===== src/rtl/multicycle_datapath_p.sv =====
// Parametrised multicycle MIPS-subset datapath with an autonomous instruction-fetch
// sequencer. It assembles a 32-bit big-endian instruction from 32/WIDTH memory beats
// over a req/ack handshake, and steers the shared memory port between instruction
// fetch and controller-driven data accesses.
module multicycle_datapath_p #(
   parameter int WIDTH   = 8,
   parameter int REGBITS = 3
) (
   input  logic             clk,
   input  logic             reset,
   input  logic             fetch_start,
   input  logic             data_req,
   input  logic             alusrca,
   input  logic [1:0]       alusrcb,
   input  logic [2:0]       alucontrol,
   input  logic             iord,
   input  logic             memtoreg,
   input  logic             regdst,
   input  logic             regwrite,
   input  logic             pcen,
   input  logic [1:0]       pcsource,
   input  logic [WIDTH-1:0] mem_rdata,
   input  logic             mem_ack,
   output logic             mem_req,
   output logic [WIDTH-1:0] adr,
   output logic [WIDTH-1:0] writedata,
   output logic [31:0]      instr,
   output logic             instr_valid,
   output logic             fetch_busy,
   output logic             zero
);

   localparam int BEATS = 32 / WIDTH;
   localparam int STEP  = WIDTH / 8;
   localparam int CW    = (BEATS > 1) ? $clog2(BEATS) : 1;
   localparam int NREGS = 1 << REGBITS;

   typedef enum logic [1:0] {IDLE, FETCH, DONE} state_t;

   state_t             state, state_next;
   logic [WIDTH-1:0]   pc, a, b, aluout, mdr, fetch_base;
   logic [CW-1:0]      beat;
   logic [31:0]        ir;
   logic [WIDTH-1:0]   rf [NREGS];
   logic [REGBITS-1:0] ra1, ra2, wa;
   logic [WIDTH-1:0]   rd1, rd2, wd;
   logic [WIDTH-1:0]   imm, imm_sh, jump_target;
   logic [WIDTH-1:0]   srca, srcb, aluresult, nextpc, fetch_adr;
   logic               last_beat;

   assign last_beat = (beat == CW'(BEATS - 1));
   assign fetch_adr = fetch_base + WIDTH'(beat) * WIDTH'(STEP);

   assign instr     = ir;
   assign writedata = b;
   assign zero      = (aluresult == '0);

   // Instruction field decode; immediates and jump target are zero-extended or truncated to WIDTH
   assign ra1         = ir[21 +: REGBITS];
   assign ra2         = ir[16 +: REGBITS];
   assign wa          = regdst ? ir[11 +: REGBITS] : ir[16 +: REGBITS];
   assign imm         = WIDTH'({16'h0000, ir[15:0]});
   assign imm_sh      = WIDTH'({14'h0000, ir[15:0], 2'b00});
   assign jump_target = WIDTH'({4'h0, ir[25:0], 2'b00});

   // Register 0 is hard-wired to zero on both read ports
   assign rd1 = (ra1 == '0) ? '0 : rf[ra1];
   assign rd2 = (ra2 == '0) ? '0 : rf[ra2];
   assign wd  = memtoreg ? aluout : mdr;

   // Fetch FSM state register
   always_ff @(posedge clk) begin
      // NOTE: sequential state is always assigned with <= so every register samples pre-edge values.
      if (reset) state <= IDLE;
      else       state <= state_next;
   end

   // Fetch FSM next-state logic
   always_comb begin
      // NOTE: every combinational output gets a default first, so no path can infer a latch.
      state_next = state;
      case (state)
         IDLE:    if (fetch_start)          state_next = FETCH;
         FETCH:   if (mem_ack && last_beat) state_next = DONE;
         DONE:                              state_next = IDLE;
         default:                           state_next = IDLE;
      endcase
   end

   // Fetch FSM outputs: the sequencer owns the memory port while in FETCH
   always_comb begin
      mem_req     = data_req;
      adr         = iord ? pc : aluout;
      instr_valid = 1'b0;
      fetch_busy  = 1'b1;
      case (state)
         IDLE:    fetch_busy = 1'b0;
         FETCH: begin
            mem_req = 1'b1;
            adr     = fetch_adr;
         end
         DONE:    instr_valid = 1'b1;
         default: fetch_busy = 1'b0;
      endcase
   end

   // Fetch sequencer: latch the base address, count beats, fill instr big-endian
   always_ff @(posedge clk) begin
      if (reset) begin
         fetch_base <= '0;
         beat       <= '0;
         ir         <= '0;
      end else if (state == IDLE && fetch_start) begin
         fetch_base <= pc;
         beat       <= '0;
      end else if (state == FETCH && mem_ack) begin
         for (int i = 0; i < BEATS; i++) begin
            if (beat == CW'(i)) ir[(BEATS-1-i)*WIDTH +: WIDTH] <= mem_rdata;
         end
         beat <= beat + CW'(1);
      end
   end

   // ALU operand selection
   always_comb begin
      srca = alusrca ? pc : a;
      case (alusrcb)
         2'b00:   srcb = b;
         2'b01:   srcb = WIDTH'(4);
         2'b10:   srcb = imm;
         default: srcb = imm_sh;
      endcase
   end

   // ALU: wrapping add/sub, signed set-less-than, undefined codes give zero
   always_comb begin
      aluresult = '0;
      case (alucontrol)
         3'b000:  aluresult = srca & srcb;
         3'b001:  aluresult = srca | srcb;
         3'b010:  aluresult = srca + srcb;
         3'b110:  aluresult = srca - srcb;
         3'b111:  aluresult[0] = ($signed(srca) < $signed(srcb));
         default: aluresult = '0;
      endcase
   end

   // Next-PC selection; pcsource 11 holds the current PC
   always_comb begin
      case (pcsource)
         2'b00:   nextpc = aluresult;
         2'b01:   nextpc = aluout;
         2'b10:   nextpc = jump_target;
         default: nextpc = pc;
      endcase
   end

   // Architectural datapath registers; MDR only captures data beats, never fetch beats
   always_ff @(posedge clk) begin
      if (reset) begin
         pc     <= '0;
         a      <= '0;
         b      <= '0;
         aluout <= '0;
         mdr    <= '0;
      end else begin
         a      <= rd1;
         b      <= rd2;
         aluout <= aluresult;
         if (pcen)                        pc  <= nextpc;
         if (mem_ack && state != FETCH) mdr <= mem_rdata;
      end
   end

   // Register file write port; writes to register 0 are discarded
   always_ff @(posedge clk) begin
      if (reset) begin
         // NOTE: this array is reset deliberately because every register must read 0 after reset;
         // that keeps it in flops rather than a RAM macro.
         for (int i = 0; i < NREGS; i++) rf[i] <= '0;
      end else if (regwrite && wa != '0) begin
         rf[wa] <= wd;
      end
   end

endmodule


===== config.mk =====
export PLATFORM = sky130hd
export DESIGN_NAME = multicycle_datapath_p
export DESIGN_NICKNAME = d
export VERILOG_FILES = /design/src/rtl/multicycle_datapath_p.sv
export SDC_FILE = /design/constraint.sdc
export NUM_CORES = 1
export LEC_CHECK = 0
export CAP_MARGIN = 20
export CORE_ASPECT_RATIO = 1.2
export CORE_UTILIZATION = 62
export DETAILED_ROUTE_END_ITERATION = 8
export PLACE_DENSITY = 0.85
export REMOVE_ABC_BUFFERS = 1
export SYNTH_ARGS = -nofsm -noshare
export SYNTH_HDL_FRONTEND = slang
export SYNTH_SLANG_ARGS = --single-unit

===== constraint.sdc =====
create_clock -name clk -period 7.35 [get_ports clk]
set_input_delay 1.47 -clock clk [delete_from_list [all_inputs] [get_ports clk]]
set_output_delay 1.47 -clock clk [all_outputs]
set_load 0.01 [all_outputs]

==> flow_summary.ini <==
[run_status]
status = finished, final reports clean

[setup_path]
critPathArrivalTime_ns = 5.39
cp_max_fo = 10
slowest_stage = clkdlybuf4s50_1
cpLargestDelayFamily = buffers and inverters
slowest_delay_ns = 0.84
cp-end-kind = output pin
start_kind = input pin
path_buf_inv = 3
worstPathRequired_ns = 5.88
worstPathCellList = clkdlybuf4s50_1, and2_1, nand2_1, o21ai_0, inv_1, ha_1, and2_4, a311o_1, a221o_1, a22oi_2, and3_1, and4_1, clkdlybuf4s50_1
path_class = input pin to output pin
cpMostUsedCell = clkdlybuf4s50_1

[route]
wire_per_inst_um = 20.8
avgViaCountPerCell = 6.26
drcViolationCount = 0
antenna_left = 0
vias = 6468
dr.pass1.iters = 5
routed_wl_mm = 21.5
drtIter0Drc = 570

[synthesis]
synth_area_leaders = edfxtp_1 (24%), dfxtp_1 (21%), mux4_2 (8.9%), mux2i_1 (7.7%), ha_1 (6.7%)
synth_flop_cell = dfxtp_1
ys_warn_count = 0
synth.mux.area_fraction = 0.169
synth_compound_area_frac = 0.104
yosysTopAreaCell = edfxtp_1
ys_ff_latch = 148
synthesis.area_um2 = 8090
synthXorXnorAreaFrac = 0.0152
synth_edf_count = 64
synth_cells = 796
synth-seq-area-share = 0.446
async_flop_share = 0
yosysTopAreaCellShare = 0.238
syn_avg_cell_area_um2 = 10.2
synthAdderAreaFrac = 0.0739
yosys.area_share.simple = 0.150
synth_top_family_by_area = multiplexers
synth.distinct_cells = 63

[cells_and_area]
final_common_cell = nor2_1
nFillCells = 843
final_net_count = 929
drive_gt1_frac = 0.103
syn_to_final_growth_pct = 18.1
antenna_cells = 0
final_cell_mix = nor2_1 (106), nand2_1 (89), dfxtp_1 (84), clkdlybuf4s50_1 (76), edfxtp_1 (64)

[power]
power_density_nw_per_um2 = 213
p_leak_nw = 3.54
irDropWorstVdd_mv = 0.165

[timing]
slew_headroom = 0.285
rsz0062_at_grt = false
fin_skew_ns = 0.00646
finalSetupTns_ns = 0
fin_ws_ns = 0.488
fmax_mhz = 146
slew_violations = 0
finalSetupViolCount = 0
period_needed_ns = 6.86
hold_viol = 0
tightestPinTransition_ns = 1.07
fin_crit_sh = 0.934

[die]
design.die.area_um2 = 13500
initial_core_util = 0.638
die_y_um = 127
num_rows = 45
ioPinCount = 78
core-area_um2 = 12700
die_w_um = 106

[flow_run]
cap_violations = 0

[cts]
clockRootBuffer = clkbuf_16
clock_latency_ns = 0.43
clkSlewWorstSetupHoldPaths_ns = 0.06
clockBufferDepth = 2
hold_buffers = 0
cts_resized = 0
cts.htree.levels = 4
post-cts-setup-buffers = 0
cts_made_buffers = 17
cts_num_sinks = 148
tritoncts = yes

[place]
port_buffers = 77
pre_cts_ws_ns = 0.585
place.gp.congestion = 0.928
dp_hpwl_mm = 15.4

[global_route]
grt_pass1_vias = 6466
track_usage = 0.329
grt_max_degree = 76
antenna_found_initial = 0
globalRouteOverflowTotal = 0
grt_first_pass_wirelength_mm = 33.7

[worst_hold_path]
hold_class = flop to flop
==> routing by layer <==
layer  part of all wire  up-vias  track usage
met5                  0        -            0
met2               0.54      324        0.591
met3              0.061       68       0.0526
met4              0.034        0        0.148
li1                   -     2943            -
met1               0.37     3133        0.386
==> kinds of logic after synthesis <==
kind of cell | count (synthesis)
AND/OR/NAND/NOR | 277
AO/OA/AOI/OAI | 127
adder cells (fa/ha/maj) | 46
other | 1
flip-flops | 148
buffers and inverters | 87
XOR/XNOR | 14
multiplexers | 96
==> synthesized netlist by cell type, drive strengths merged, types with 5 or more instances <==
| cell type | number |
|---|---|
| clkbuf | 34 |
| mux4 | 32 |
| xnor2 | 11 |
| ha | 43 |
| nor2 | 107 |
| nand2 | 89 |
| mux2i | 62 |
| o21ai | 23 |
| a21oi | 60 |
| nor3 | 6 |
| a221oi | 9 |
| edfxtp | 64 |
| buf | 13 |
| nand3 | 36 |
| nor2b | 8 |
| and2 | 5 |
| nand2b | 5 |
| a211oi | 6 |
| dfxtp | 84 |
| inv | 40 |
==> where the power goes <==
group	internal [mW]	switching, mW
registers	0.884	0.0200
clock network	0.544	0.368
logic	0.0914	0.123
==> tightest hold or removal path: cells and delay by family, from the launching register on <==
family,cells,cell delay (ns)
DFF,1,0.31
AOI/OAI and AO/OA,1,0.05
and+or+nand+nor,1,0.05
==> layout make-up <==
class                      instances  area [um^2]  area share
tap                              164          205      0.0215
clock inverter                    15          193      0.0202
multi-input combinational        568         4180       0.437
inverter                          40          150      0.0157
timing repair buffer              82          803      0.0841
sequential                       148         3600       0.377
clock buffer                      17          425      0.0445
==> path summary, 6_finish.rpt <==
path / from / depth (start not counted) / slack (ns) / end
setup / recovery: alusrcb[1] / 13 / 0.49 / zero
hold reg to reg: instr[26] / 2 / 0.46 / instr[26]
hold / removal: instr[26] / 2 / 0.46 / instr[26]
setup reg to reg: instr[3] / 11 / 4.22 / pc[4]
==> flip-flops by register name (all words and copies together), names as in the netlist <==
register,cells
rf,64
instr,32
a,8
aluout,8
fetch_base,8
mdr,8
pc,8
writedata,8
beat,2
state,2
==> per-stage QoR <==
stage          instance area (um^2)  total power [mW]  hold slack (ns)  std cells   util
5_1_grt                        9560              2.08            0.482       1034  0.754
3_5_place_dp                   8940              1.13            0.451       1002  0.705
4_1_cts                        9560              2.03            0.463       1034  0.754
2_1_floorplan                  7930              1.04            0.435        756      -
6_report                       9560              2.03            0.462       1034  0.754
3_3_place_gp                   8940              1.12            0.445       1002  0.705
No activity file was read; power rests on OpenSTA's default activity.
